**src/rtl/cnn_layer_accel_result_packer.sv**
```systemverilog
// Packs 16-bit convolution results eight to a 128-bit word and queues them for the write path.
// Optional ReLU clamp of negative results: define CNN_LAYER_ACCEL_RESULT_PACKER_RELU_EN.
module cnn_layer_accel_result_packer #(
  parameter int C_FIFO_DEPTH = 4,
  parameter int C_CNT_WIDTH  = 24
) (
  input  logic                   clk_if,
  input  logic                   rst,
  input  logic                   job_start,
  input  logic [C_CNT_WIDTH-1:0] cfg_num_results,
  output logic                   busy,
  input  logic                   result_valid,
  output logic                   result_accept,
  input  logic [15:0]            result_data,
  output logic                   pkt_valid,
  input  logic                   pkt_ready,
  output logic [127:0]           pkt_data,
  output logic [7:0]             pkt_keep,
  output logic                   pkt_last,
  output logic                   job_done
);

  localparam int PTR_W = (C_FIFO_DEPTH > 1) ? $clog2(C_FIFO_DEPTH) : 1;
  localparam logic [PTR_W:0] FIFO_FULL = C_FIFO_DEPTH[PTR_W:0];

  typedef enum logic [1:0] {IDLE, PACK, DRAIN, DONE} state_t;

  typedef struct packed {
    logic         last;
    logic [7:0]   keep;
    logic [127:0] data;
  } entry_t;

  state_t                 state, state_nx;
  logic [C_CNT_WIDTH-1:0] remaining;
  logic [2:0]             lane_idx;
  logic [127:0]           staging;
  entry_t                 fifo_mem [C_FIFO_DEPTH];
  entry_t                 head;
  logic [PTR_W-1:0]       wr_ptr, rd_ptr;
  logic [PTR_W:0]         fifo_cnt;
  logic                   accept_fire, push, pop, is_last;
  logic [15:0]            lane_val;
  logic [127:0]           word_data;
  logic [7:0]             word_keep;

`ifdef CNN_LAYER_ACCEL_RESULT_PACKER_RELU_EN
  assign lane_val = result_data[15] ? 16'h0000 : result_data;
`else
  assign lane_val = result_data;
`endif

  assign result_accept = (state == PACK) && (fifo_cnt < FIFO_FULL);
  assign accept_fire   = result_accept && result_valid;
  assign is_last       = (remaining == C_CNT_WIDTH'(1));
  assign push          = accept_fire && ((lane_idx == 3'd7) || is_last);
  assign pop           = pkt_valid && pkt_ready;

  // Non-last pushes only happen at lane 7, so the thermometer mask covers both cases.
  // NOTE: every always_comb output gets a default first so no latch is inferred.
  always_comb begin
    word_data = staging;
    word_data[16*lane_idx +: 16] = lane_val;
    word_keep = '0;
    for (int i = 0; i < 8; i++) word_keep[i] = (3'(i) <= lane_idx);
  end

  always_comb begin
    state_nx = state;
    case (state)
      IDLE:    if (job_start) state_nx = (cfg_num_results == '0) ? DONE : PACK;
      PACK:    if (accept_fire && is_last) state_nx = DRAIN;
      DRAIN:   if (pop && pkt_last) state_nx = DONE;
      DONE:    state_nx = IDLE;
      default: state_nx = IDLE;
    endcase
  end

  // NOTE: sequential state uses non-blocking assignments so all flops update together.
  always_ff @(posedge clk_if or posedge rst) begin
    if (rst) begin
      state     <= IDLE;
      remaining <= '0;
      lane_idx  <= '0;
      staging   <= '0;
    end else begin
      state <= state_nx;
      if (state == IDLE && job_start) begin
        remaining <= cfg_num_results;
        lane_idx  <= '0;
        staging   <= '0;
      end else if (accept_fire) begin
        remaining <= remaining - C_CNT_WIDTH'(1);
        lane_idx  <= lane_idx + 3'd1;
        staging   <= push ? '0 : word_data;
      end
    end
  end

  // NOTE: FIFO storage is not reset; the count gates every read, so stale entries are never seen.
  always_ff @(posedge clk_if) begin
    if (push) fifo_mem[wr_ptr] <= '{last: is_last, keep: word_keep, data: word_data};
  end

  always_ff @(posedge clk_if or posedge rst) begin
    if (rst) begin
      wr_ptr   <= '0;
      rd_ptr   <= '0;
      fifo_cnt <= '0;
    end else begin
      if (push) wr_ptr <= wr_ptr + PTR_W'(1);
      if (pop)  rd_ptr <= rd_ptr + PTR_W'(1);
      case ({push, pop})
        2'b10:   fifo_cnt <= fifo_cnt + (PTR_W+1)'(1);
        2'b01:   fifo_cnt <= fifo_cnt - (PTR_W+1)'(1);
        default: fifo_cnt <= fifo_cnt;
      endcase
    end
  end

  assign head      = fifo_mem[rd_ptr];
  assign pkt_valid = (fifo_cnt != '0);
  assign pkt_data  = pkt_valid ? head.data : '0;
  assign pkt_keep  = pkt_valid ? head.keep : '0;
  assign pkt_last  = pkt_valid && head.last;
  assign job_done  = (state == DONE);
  // busy drops in the DONE cycle so it falls together with the job_done pulse.
  assign busy      = (state == PACK) || (state == DRAIN);

endmodule

```
**config.mk**
```make
export PLATFORM = sky130hd
export DESIGN_NAME = cnn_layer_accel_result_packer
export DESIGN_NICKNAME = d
export VERILOG_FILES = /design/src/rtl/cnn_layer_accel_result_packer.sv
export SDC_FILE = /design/constraint.sdc
export NUM_CORES = 1
export LEC_CHECK = 0
export BUFFER_PORTS_ARGS = -buffer_cell sky130_fd_sc_hd__buf_2
export CELL_PAD_IN_SITES_DETAIL_PLACEMENT = 1
export CELL_PAD_IN_SITES_GLOBAL_PLACEMENT = 1
export CORE_MARGIN = 1.5
export CORE_UTILIZATION = 50
export DETAILED_ROUTE_END_ITERATION = 12
export GPL_ROUTABILITY_DRIVEN = 0
export PLACE_DENSITY_LB_ADDON = 0.1
export SETUP_SLACK_MARGIN = 0.3
export SYNTH_ARGS = -nofsm -noshare
export SYNTH_HDL_FRONTEND = slang
export SYNTH_SLANG_ARGS = --single-unit
```
**constraint.sdc**
```tcl
create_clock -name clk_if -period 15.09 [get_ports clk_if]
set_clock_uncertainty 0.2 [all_clocks]
set_input_delay 3.018 -clock clk_if [delete_from_list [all_inputs] [get_ports clk_if]]
set_output_delay 3.018 -clock clk_if [all_outputs]
set_load 0.005 [all_outputs]
```
==> key figures <==
Synthesis
  • FF+latch count, synth: 712
  • Library cells used by synthesis: 46
  • Post-Syn Area: 29,300 um2
  • Synthesized net count: 1,864
  • Dominant cell type by area after synthesis: edfxtp_1
  • Share of synthesized area occupied by flip-flops and latches: 70.2%
  • Synth area leaders: edfxtp_1 56%, dfrtp_1 14%, mux4_2 11%
  • Number of flops mapped to enable cells by yosys: 548
  • Ys flop type: edfxtp_1
  • Mapped Cells: 1,799
  • Mean cell area of the mapped netlist: 16.3 um2
  • Yosys Warn Count: 0
  • Synth top area share: 56.2%
  • Async S/R FF share, synth: 23.0%

Die
  • I/O pin count: 186
  • Die area: 60,000 um2
  • Core Region: 57,800 um2
  • Row count: 88
  • Die Wd: 245 um
  • Die height: 245 um
  • Starting density of the core: 50.6%

Final layout
  • Area delta synth->final: 14.1%
  • Layout cell share with drive strength beyond 1: 26.3%
  • Fillers: 5,293
  • Nets: 2,040
  • Most frequent cells in the layout: 548 x edfxtp_1, 230 x nand2_1, 185 x buf_2
  • Most common cell after layout, fill and taps aside: edfxtp_1
  • Finished Cell Area: 33,400 um2

Clock network
  • Setup bufs post-CTS: 0
  • Post-CTS Resized: 0
  • TritonCTS clock tree: done
  • Num CTS Buffers: 76
  • Clk Latency, worst-skew pair: 0.61 ns
  • Clock Sink Count: 712
  • Clock-pin slew on the worst setup and hold paths: 0.06 ns
  • # H-tree levels: 3
  • CTS max path bufs: 3
  • Hold_buf cts: 0
  • Clk root buf: clkbuf_16

Route
  • Drt drc: 0
  • Via density: 5.95
  • Initial drt markers: 1,166
  • DR pass1 iterations: 5
  • Final WL: 72.1 mm
  • Detail Route Antenna Nets: 0
  • Via Count: 16,700
  • Avg WL per Cell: 25.7 um

Timing
  • Pins Over Slew Limit: 0
  • Max-slew headroom: 15.0%
  • Final setup violation count: 0
  • RSZ-0062 raised after global routing: false
  • Period utilization: 46.9%
  • Tmin final: 7.08 ns
  • Final hold vios: 0
  • Fmax: 0.141 GHz
  • Fin Setup TNS: 0 ns
  • Worst slew pin tran: 1.27 ns

Pwr
  • Pwr/cell area: 119 nW/um2
  • Leakage Power: 11.1 nW
  • Maximum vdd drop: 0.115 mV

Outcome
  • Status: finished, final reports clean

Critical path
  • Worst Path Max Fanout: 43
  • Most frequent CP cell: buf_4
  • Critical path data arrival time: 3.87 ns
  • Cells along the critical path: buf_4, buf_4, mux4_2, and2_1, buf_2
  • Critical Path RT: 11.87 ns
  • Crit-path max cell delay: 0.84 ns
  • Worst Setup Start Kind: flop
  • Critical path type: reg -> out
  • CP max stage cell: buf_4
  • Reg2Reg Depth: 7
  • CP Capture Type: output pin

Placement
  • # port buffers: 185
  • Dpl cell area: 30,900 um2
  • Placed wire-length estimate: 41.3 mm

Global routing
  • Global router's overall resource usage: 24.7%
  • Vias in the first global route: 17,900
  • Global route total overflow: 0
  • Largest net degree at the start of global routing: 104
  • First-pass GRT wire length: 111 mm
  • Initial antenna violation count: 4

Job
  • Max Cap Viol: 0

Worst hold path
  • Hold Path Depth: 1
  • Hold WC Path Type: reg -> reg
cell usage after synthesis (2+ instances only):
cell type,instances
nor4_1,11
nand2_1,230
o21ai_0,123
nor3_1,17
nand3b_1,6
a21oi_1,13
xor2_1,7
a21oi_2,11
dfrtp_1,164
mux2_2,23
or2_2,6
xnor2_1,22
clkbuf_1,79
a22o_1,96
and3_1,5
buf_6,3
buf_2,13
nor2b_1,2
nor3b_1,2
mux4_2,137
mux2_4,10
and2_1,139
edfxtp_1,548
o22ai_1,17
inv_1,16
ha_1,19
buf_1,19
nor2_1,15
nand3_2,10
nand3_1,14
nand4_1,4
or3_1,4
metrics by stage:
stage | instances | power [W] | hold slack (ns) | setup WS (ns) | util (%)
after floorplan | 1799 | 0.00214 | 0.262 | 7.44 | -
after global placement | 2662 | 0.00217 | 0.285 | 8.48 | 53.5
after detailed placement | 2662 | 0.00217 | 0.291 | 8.47 | 53.5
after CTS | 2800 | 0.00402 | 0.308 | 7.82 | 57.8
after global routing | 2800 | 0.00408 | 0.321 | 7.66 | 57.8
final | 2801 | 0.00398 | 0.305 | 8.01 | 57.8
routing by layer:
layer | track usage [%] | share of wire [%]
met2 | 40.6 | 50
met3 | 3.55 | 4.8
met4 | 7.52 | 2.1
met5 | 0 | 0
met1 | 34.4 | 43
registers in the layout (all words and copies together) (netlist names):
name       flops
remaining     24
state          2
rd_ptr         2
fifo_cnt       3
lane_idx       3
fifo_mem     548
staging      128
wr_ptr         2
worst paths after layout:
kind	from	end	slack, ns
max reg2reg	lane_idx[0]	staging[73]	11.03
min in group asynchronous	rst	staging[117]	2.39
min reg2reg	staging[118]	staging[118]	0.31
min	staging[118]	staging[118]	0.31
max in group asynchronous	rst	rd_ptr[0]	10.53
max	rd_ptr[0]	pkt_keep[0]	8.01
report_power, final:
group          internal (W)   total, W  leakage, nW  switching (W)
clock               0.00109    0.00185         1.19       0.000757
combinational    0.00000770  0.0000360         3.42      0.0000283
sequential          0.00209    0.00209         6.48              0
total               0.00319    0.00398         11.1       0.000785
area by class of cell:
class	instances	area, um2	area share (%)
clock buffers	101	2090	6.26
inverters	16	65.1	0.195
diodes	1	2.50	0.00749
repair buffers	214	1140	3.42
clock inverters	37	369	1.11
flip-flops and latches	712	20600	61.6
multi-input cells	955	8200	24.6
well taps	765	957	2.87
cell families (layout without fill, tap and decap cells):
| group | count (synthesis) | count (layout) | share of synthesized area [%] |
|---|---|---|---|
| compound gates | 264 | 264 | 6.07 |
| xor+xnor | 29 | 29 | 0.868 |
| fa+ha+maj | 20 | 20 | 0.881 |
| buf+inv | 132 | 368 | 1.89 |
| flops | 712 | 712 | 70.2 |
| mux | 170 | 170 | 11.9 |
| other cells | 0 | 1 | 0 |
| simple gates | 472 | 472 | 8.10 |
critical path: cells and delay by family, from the launching register on:
kind,cells,cell delay (ns)
buf+inv,3,1.76
flops,1,0.63
mux,1,0.66
simple gates,1,0.19
Power figures use the tool's default switching activity.
